$ cat src/rtl/pass_if.sv
// Request / result / write-back signals between the pass scheduler and the
// shared filter datapath.
interface pass_if;
  // Valid/ready: a window request transfers on any rising edge where
  // req_valid & req_ready are both high; while req_valid is high and
  // req_ready is low, win_row/win_col are held stable. res_valid and wb_done
  // are single-cycle pulses with no back-pressure.
  logic       req_valid;
  logic       req_ready;
  logic [4:0] win_row;
  logic [4:0] win_col;
  logic       res_valid;
  logic       wb_start;
  logic       wb_done;

  modport master (
    output req_valid, win_row, win_col, wb_start,
    input  req_ready, res_valid, wb_done
  );

  modport slave (
    input  req_valid, win_row, win_col, wb_start,
    output req_ready, res_valid, wb_done
  );
endinterface

$ cat src/rtl/pass_scheduler.sv
// Sequences the filter passes over the image: scans every interior 3x3 window
// centre per pass under a credit limit, then triggers temp-to-image write-back.
module pass_scheduler #(
  parameter int IMG_DIM = 20,
  parameter int MAX_OUT = 4
) (
  input  logic       clk,
  input  logic       reset,
  input  logic       start,
  input  logic       mode,
  input  logic       abort,
  pass_if.master     bus,
  output logic [2:0] op,
  output logic       busy,
  output logic       done,
  output logic       err,
  output logic [2:0] dbg_state
);

  typedef enum logic [2:0] {
    S_IDLE  = 3'd0,
    S_SETUP = 3'd1,
    S_SCAN  = 3'd2,
    S_DRAIN = 3'd3,
    S_WB    = 3'd4,
    S_FIN   = 3'd5
  } state_t;

  // op encoding: 0 idle, 1 median, 2 gaussian, 3 sobel, 4 nms, 5 hyst, 6 quant
  localparam logic [2:0] OP_IDLE  = 3'd0;
  localparam logic [2:0] OP_MED   = 3'd1;
  localparam logic [2:0] OP_GAU   = 3'd2;
  localparam logic [2:0] OP_HYST  = 3'd5;
  localparam logic [2:0] OP_QUANT = 3'd6;

  localparam logic [4:0] LAST     = 5'(IMG_DIM - 2);
  localparam logic [8:0] TOTAL    = 9'((IMG_DIM - 2) * (IMG_DIM - 2));
  localparam logic [8:0] LAST_IDX = 9'((IMG_DIM - 2) * (IMG_DIM - 2) - 1);
  localparam logic [2:0] CREDITS  = 3'(MAX_OUT);

  state_t     state, state_d;
  logic       mode_q;
  logic [2:0] op_q;
  logic [4:0] row, col;
  logic [8:0] issued, returned;
  logic [2:0] outst;
  logic       wb_sent;
  logic       err_q;

  logic accept, last_accept, res_dec, res_count, err_set, last_op;

  function automatic logic [2:0] next_op(input logic m, input logic [2:0] cur);
    logic [2:0] n;
    if (cur == OP_IDLE)  n = m ? OP_GAU : OP_MED;
    else if (!m)         n = cur + 3'd1;
    else if (cur == OP_GAU) n = OP_MED;
    else                 n = OP_QUANT;
    return n;
  endfunction

  assign bus.req_valid = (state == S_SCAN) && (outst < CREDITS);
  assign bus.win_row   = row;
  assign bus.win_col   = col;
  assign bus.wb_start  = (state == S_WB) && !wb_sent;

  assign accept      = bus.req_valid && bus.req_ready;
  assign last_accept = accept && (issued == LAST_IDX);
  // Results still in flight after an abort drain the credit count in IDLE
  // without being counted or flagged.
  assign res_dec     = bus.res_valid && (outst != 3'd0);
  assign res_count   = res_dec && ((state == S_SCAN) || (state == S_DRAIN));
  assign err_set     = bus.res_valid &&
                       ((outst == 3'd0) || (state == S_SETUP) ||
                        (state == S_WB) || (state == S_FIN));
  assign last_op     = mode_q ? (op_q == OP_QUANT) : (op_q == OP_HYST);

  assign op        = op_q;
  assign busy      = (state != S_IDLE);
  assign done      = (state == S_FIN);
  assign err       = err_q;
  assign dbg_state = state;

  always_comb begin
    state_d = state;
    case (state)
      S_IDLE:  if (start) state_d = S_SETUP;
      S_SETUP: state_d = S_SCAN;
      S_SCAN:  if (last_accept) state_d = S_DRAIN;
      S_DRAIN: if (returned == TOTAL) state_d = S_WB;
      S_WB:    if (bus.wb_done) state_d = last_op ? S_FIN : S_SETUP;
      S_FIN:   state_d = S_IDLE;
      default: state_d = S_IDLE;
    endcase
    if (abort && (state != S_IDLE)) state_d = S_IDLE;
  end

  always_ff @(posedge clk or posedge reset) begin
    if (reset) begin
      state    <= S_IDLE;
      mode_q   <= 1'b0;
      op_q     <= OP_IDLE;
      row      <= 5'd1;
      col      <= 5'd1;
      issued   <= 9'd0;
      returned <= 9'd0;
      outst    <= 3'd0;
      wb_sent  <= 1'b0;
      err_q    <= 1'b0;
    end else begin
      state   <= state_d;
      wb_sent <= (state == S_WB);
      if (err_set) err_q <= 1'b1;
      if (accept && !res_dec)      outst <= outst + 3'd1;
      else if (!accept && res_dec) outst <= outst - 3'd1;
      if (res_count) returned <= returned + 9'd1;
      case (state)
        S_IDLE: if (start) mode_q <= mode;
        S_SETUP: begin
          op_q     <= next_op(mode_q, op_q);
          row      <= 5'd1;
          col      <= 5'd1;
          issued   <= 9'd0;
          returned <= 9'd0;
        end
        S_SCAN: begin
          // The final window holds its coordinates until the next SETUP.
          if (accept) begin
            issued <= issued + 9'd1;
            if (!last_accept) begin
              if (col == LAST) begin
                col <= 5'd1;
                row <= row + 5'd1;
              end else begin
                col <= col + 5'd1;
              end
            end
          end
        end
        S_FIN:   op_q <= OP_IDLE;
        default: ;
      endcase
      if (abort && (state != S_IDLE)) op_q <= OP_IDLE;
    end
  end

endmodule
$ cat src/flat_wrapper.sv
// flat-port wrapper written by rule: the top's interface ports become plain ports
module pass_scheduler_flat 
#(
  parameter int IMG_DIM = 20,
  parameter int MAX_OUT = 4
)
  (clk, reset, start, mode, abort, op, busy, done, err, dbg_state, bus_req_valid, bus_win_row, bus_win_col, bus_wb_start, bus_req_ready, bus_res_valid, bus_wb_done);
  pass_if bus_i ();
  input  logic clk;
  input  logic reset;
  input  logic start;
  input  logic mode;
  input  logic abort;
  output logic [2:0] op;
  output logic busy;
  output logic done;
  output logic err;
  output logic [2:0] dbg_state;
  output wire logic [$bits(bus_i.req_valid)-1:0] bus_req_valid;
  output wire logic [$bits(bus_i.win_row)-1:0] bus_win_row;
  output wire logic [$bits(bus_i.win_col)-1:0] bus_win_col;
  output wire logic [$bits(bus_i.wb_start)-1:0] bus_wb_start;
  input wire logic [$bits(bus_i.req_ready)-1:0] bus_req_ready;
  input wire logic [$bits(bus_i.res_valid)-1:0] bus_res_valid;
  input wire logic [$bits(bus_i.wb_done)-1:0] bus_wb_done;
  assign bus_req_valid = bus_i.req_valid;
  assign bus_win_row = bus_i.win_row;
  assign bus_win_col = bus_i.win_col;
  assign bus_wb_start = bus_i.wb_start;
  assign bus_i.req_ready = bus_req_ready;
  assign bus_i.res_valid = bus_res_valid;
  assign bus_i.wb_done = bus_wb_done;
  pass_scheduler #(.IMG_DIM(IMG_DIM), .MAX_OUT(MAX_OUT)) u_core (.clk(clk), .reset(reset), .start(start), .mode(mode), .abort(abort), .bus(bus_i), .op(op), .busy(busy), .done(done), .err(err), .dbg_state(dbg_state));
endmodule
$ cat config.mk
export PLATFORM = sky130hd
export DESIGN_NAME = pass_scheduler_flat
export DESIGN_NICKNAME = d
export VERILOG_FILES = /design/src/rtl/pass_if.sv /design/src/rtl/pass_scheduler.sv /design/src/flat_wrapper.sv
export SDC_FILE = /design/constraint.sdc
export NUM_CORES = 1
export LEC_CHECK = 0
export CAP_MARGIN = 10
export CORE_MARGIN = 4
export CORE_UTILIZATION = 45
export DETAILED_ROUTE_END_ITERATION = 8
export PLACE_DENSITY = 0.67
export SLEW_MARGIN = 20
export SYNTH_ARGS = -nofsm -noshare
export SYNTH_HDL_FRONTEND = slang
export SYNTH_SLANG_ARGS = --single-unit
$ cat constraint.sdc
create_clock -name clk -period 5.9 [get_ports clk]
set_clock_uncertainty 0.15 [all_clocks]
set_input_delay 0.59 -clock clk [delete_from_list [all_inputs] [get_ports clk]]
set_output_delay 0.59 -clock clk [all_outputs]
set_load 0.005 [all_outputs]
==> impl_metrics.py <==
metrics = {
    "yosys": {
        "synth_area_um2": 2370,
        "synth.area.top_cells": "dfrtp_1, ha_1, nor2_1",
        "netlist.area_leader.share": 0.401,
        "synth_top_family_by_area": "simple AND/OR/NAND/NOR gates",
        "synth-compound-area-share": 0.163,
        "netlist_instances": 244,
        "synth_nets": 263,
        "synth_top_area_cell": "dfrtp_1",
        "synth_xor_area_frac": 0.0443,
        "synth_edf_count": 0,
        "synthSimpleGateAreaFrac": 0.238,
        "ys_seq_area_frac": 0.423,
        "synthAdderAreaFrac": 0.0612,
        "ys_ff_latch": 40,
        "synthArstFlopShare": 1.00,
        "synth_mux_area_frac": 0.0227,
        "synthFlopType": "dfrtp_1",
        "synth.distinct_cells": 57,
        "ys_warn_count": 0,
        "syn_avg_cell_area_um2": 9.72,
    },
    "cells_and_area": {
        "area_growth_syn_to_layout_pct": 18.0,
        "drive_gt1_frac": 0.0812,
        "fillers": 495,
        "instances_no_fill": 341,
        "stdcell_area_um2": 2800,
        "fin_nets": 289,
        "diodes": 0,
    },
    "power": {
        "p_per_area_nw_per_um2": 358,
        "irDropWorstVdd_mv": 0.199,
        "clkPwrFrac": 0.219,
        "p_total_mw": 1.00,
        "p_sw_uw": 371,
        "combPwrFrac": 0.370,
        "netSwitchingFraction": 0.370,
        "p_int_uw": 631,
        "power_frac_seq": 0.412,
        "p_leak_nw": 1.14,
    },
    "place": {
        "hpwlAfterDp_mm": 3.42,
        "place_congestion": 0.811,
        "port_buffers": 28,
        "dp.cells": 333,
        "placed_area_um2": 2690,
    },
    "floorplanning": {
        "die_h_um": 80.6,
        "io_pins": 29,
        "start_util": 0.464,
        "coreArea_um2": 5110,
        "die_area_um2": 6500,
        "die_w_um": 80.6,
        "row_count": 26,
    },
    "critical_path": {
        "critPathCaptureType": "output pin",
        "crit_chain": "nor3b_1 -> nor2b_1 -> clkdlybuf4s50_1",
        "critPathKind": "flop to output pin",
        "cp.arrival_ns": 2.18,
        "required_ns": 5.16,
        "cpPeakStageDelay_ns": 0.65,
        "crit_path_max_fanout": 15,
        "startpoint_type": "flop",
        "slowest_stage": "dfrtp_1",
    },
    "global_route": {
        "grt_pass1_vias": 1808,
        "grt_max_degree": 41,
        "grt_pass1_wl_mm": 8.49,
        "antenna_found_initial": 0,
        "grt_overflow": 0,
        "track_usage": 0.166,
    },
    "cts": {
        "numCtsBuffers": 5,
        "cts_resized": 0,
        "clock-sinks": 40,
        "max-clock-path-buffers": 2,
        "cts_setup_buffers": 0,
        "clock_latency_ns": 0.28,
        "cts_tree": "yes",
        "path_clk_slew_ns": 0.08,
        "h-tree-depth": 2,
        "ctsRootBufferMaster": "clkbuf_8",
        "cts_hold_buf": 0,
    },
    "sta": {
        "drv_slew": 0,
        "finalSetupViolations": 0,
        "slew_headroom": 0.351,
        "rsz0062_at_grt": "no",
        "worstMarginPinSlew_ns": 0.970,
        "fin_setup_tns_ns": 0,
        "hold_viol": 0,
        "finalCritPeriodShare": 0.494,
        "fin_crit_ns": 2.92,
        "max_freq_ghz": 0.343,
        "hold_slack_ns": 0.318,
    },
    "route": {
        "drt_iter0_drc": 144,
        "via_count": 1902,
        "drt-wirelength-per-cell_um": 14.3,
        "vias_per_cell": 5.58,
        "ant_nets": 0,
        "dr.pass1.iters": 4,
        "drc": 0,
        "drt_wl_total_mm": 4.86,
    },
    "flow_run": {
        "cap_viol_max_count": 0,
    },
    "status": {
        "status": "finished clean",
    },
    "hold_path": {
        "hp-class": "flop to flop",
    },
}
-- cells in the final DEF, fill, tap and decap left out, types with 5 or more instances in the layout --
cell type        synthesis  layout
nor2_1                  24      24
a21oi_1                 12      12
nand2_1                 17      17
o21ai_0                 11      11
nand3_1                  8       8
dfrtp_1                 38      38
xnor2_1                  8       8
o31ai_1                 11      11
inv_1                   13      13
clkdlybuf4s50_1          0      28
clkbuf_8                 0       5
nand4_1                  5       5
ha_1                    10      10
-- cell type report --
cell class	count	area, µm²	area share
timing repair buffer	30	295	0.105
inverter	13	48.8	0.0174
sequential	40	1000	0.359
clock inverter	2	35.0	0.0125
multi-input combinational	180	1260	0.449
tap	70	87.6	0.0313
clock buffer	6	72.6	0.0259
-- sequential cells by signal, indices dropped and copies added, names as in the netlist --
register	cells
u_core.issued	9
u_core.bus.win_row	5
u_core.op	3
u_core.err	1
u_core.mode_q	1
u_core.wb_sent	1
u_core.bus.win_col	5
u_core.returned	9
u_core.outst	3
u_core.dbg_state	3
-- metal layers --
metal  vias up  GRT usage  routed length (µm)
met5         -          0                   0
met2        56      0.257                2270
met3         4     0.0404                 270
met4         0     0.0321                  25
met1       909      0.237                2300
li1        933          -                   -
-- synth_stat cells, types with 4 or more instances --
master    number
dfrtp_1       38
nor2_1        24
nand2_1       17
inv_1         13
a21oi_1       12
o21ai_0       11
o31ai_1       11
ha_1          10
nand3_1        8
xnor2_1        8
clkbuf_1       5
nand4_1        5
nand2b_1       4
nor2b_1        4
nor3_1         4
nor3b_1        4
nor4_1         4
or4_1          4
xor2_1         4
-- power groups by stage --
stage | combinational [mW] | sequential [mW] | clock [mW]
6_report | 0.370 | 0.412 | 0.219
5_1_grt | 0.419 | 0.424 | 0.241
4_1_cts | 0.375 | 0.412 | 0.227
3_5_place_dp | 0.373 | 0.417 | 0
3_3_place_gp | 0.368 | 0.415 | 0
2_1_floorplan | 0.288 | 0.382 | 0
-- per-stage QoR --
| step | setup WS (ns) | utilization |
|---|---|---|
| final | 2.98 | 0.548 |
| after CTS | 2.97 | 0.548 |
| after detailed placement | 3.06 | 0.527 |
| after global routing | 2.83 | 0.548 |
| after floorplan | 3.65 | - |
| after global placement | 3.13 | 0.527 |
-- worst max-delay path: cells and delay by family, from the launching register on --
family        cells  cell delay (ns)
buf+inv           1             0.51
flops             1             0.65
simple gates      2             0.73
-- path summary, 6_finish.rpt --
kind | start | endpoint | slack, ns | cells after the start
max | u_core.dbg_state[2]$_DFFE_PP0P_ | bus_wb_start | 2.98 | 3
min | u_core.err$_DFFE_PP0P_ | u_core.err$_DFFE_PP0P_ | 0.32 | 1
max reg2reg | u_core.dbg_state[1]$_DFFE_PP0P_ | u_core.bus.win_row[1]$_DFFE_PP0P_ | 3.20 | 4
min reg2reg | u_core.err$_DFFE_PP0P_ | u_core.err$_DFFE_PP0P_ | 0.32 | 1
max in group asynchronous | reset | u_core.bus.win_row[0]$_DFFE_PP1P_ | 4.66 | 3
min in group asynchronous | reset | u_core.bus.win_col[3]$_DFFE_PP0P_ | 0.58 | 3
-- kinds of logic after synthesis --
| family | Yosys count |
|---|---|
| xor+xnor | 12 |
| flops | 40 |
| mux | 5 |
| fa+ha+maj | 11 |
| buf+inv | 24 |
| compound gates | 55 |
| simple gates | 97 |
No activity file was read; power rests on OpenSTA's default activity.
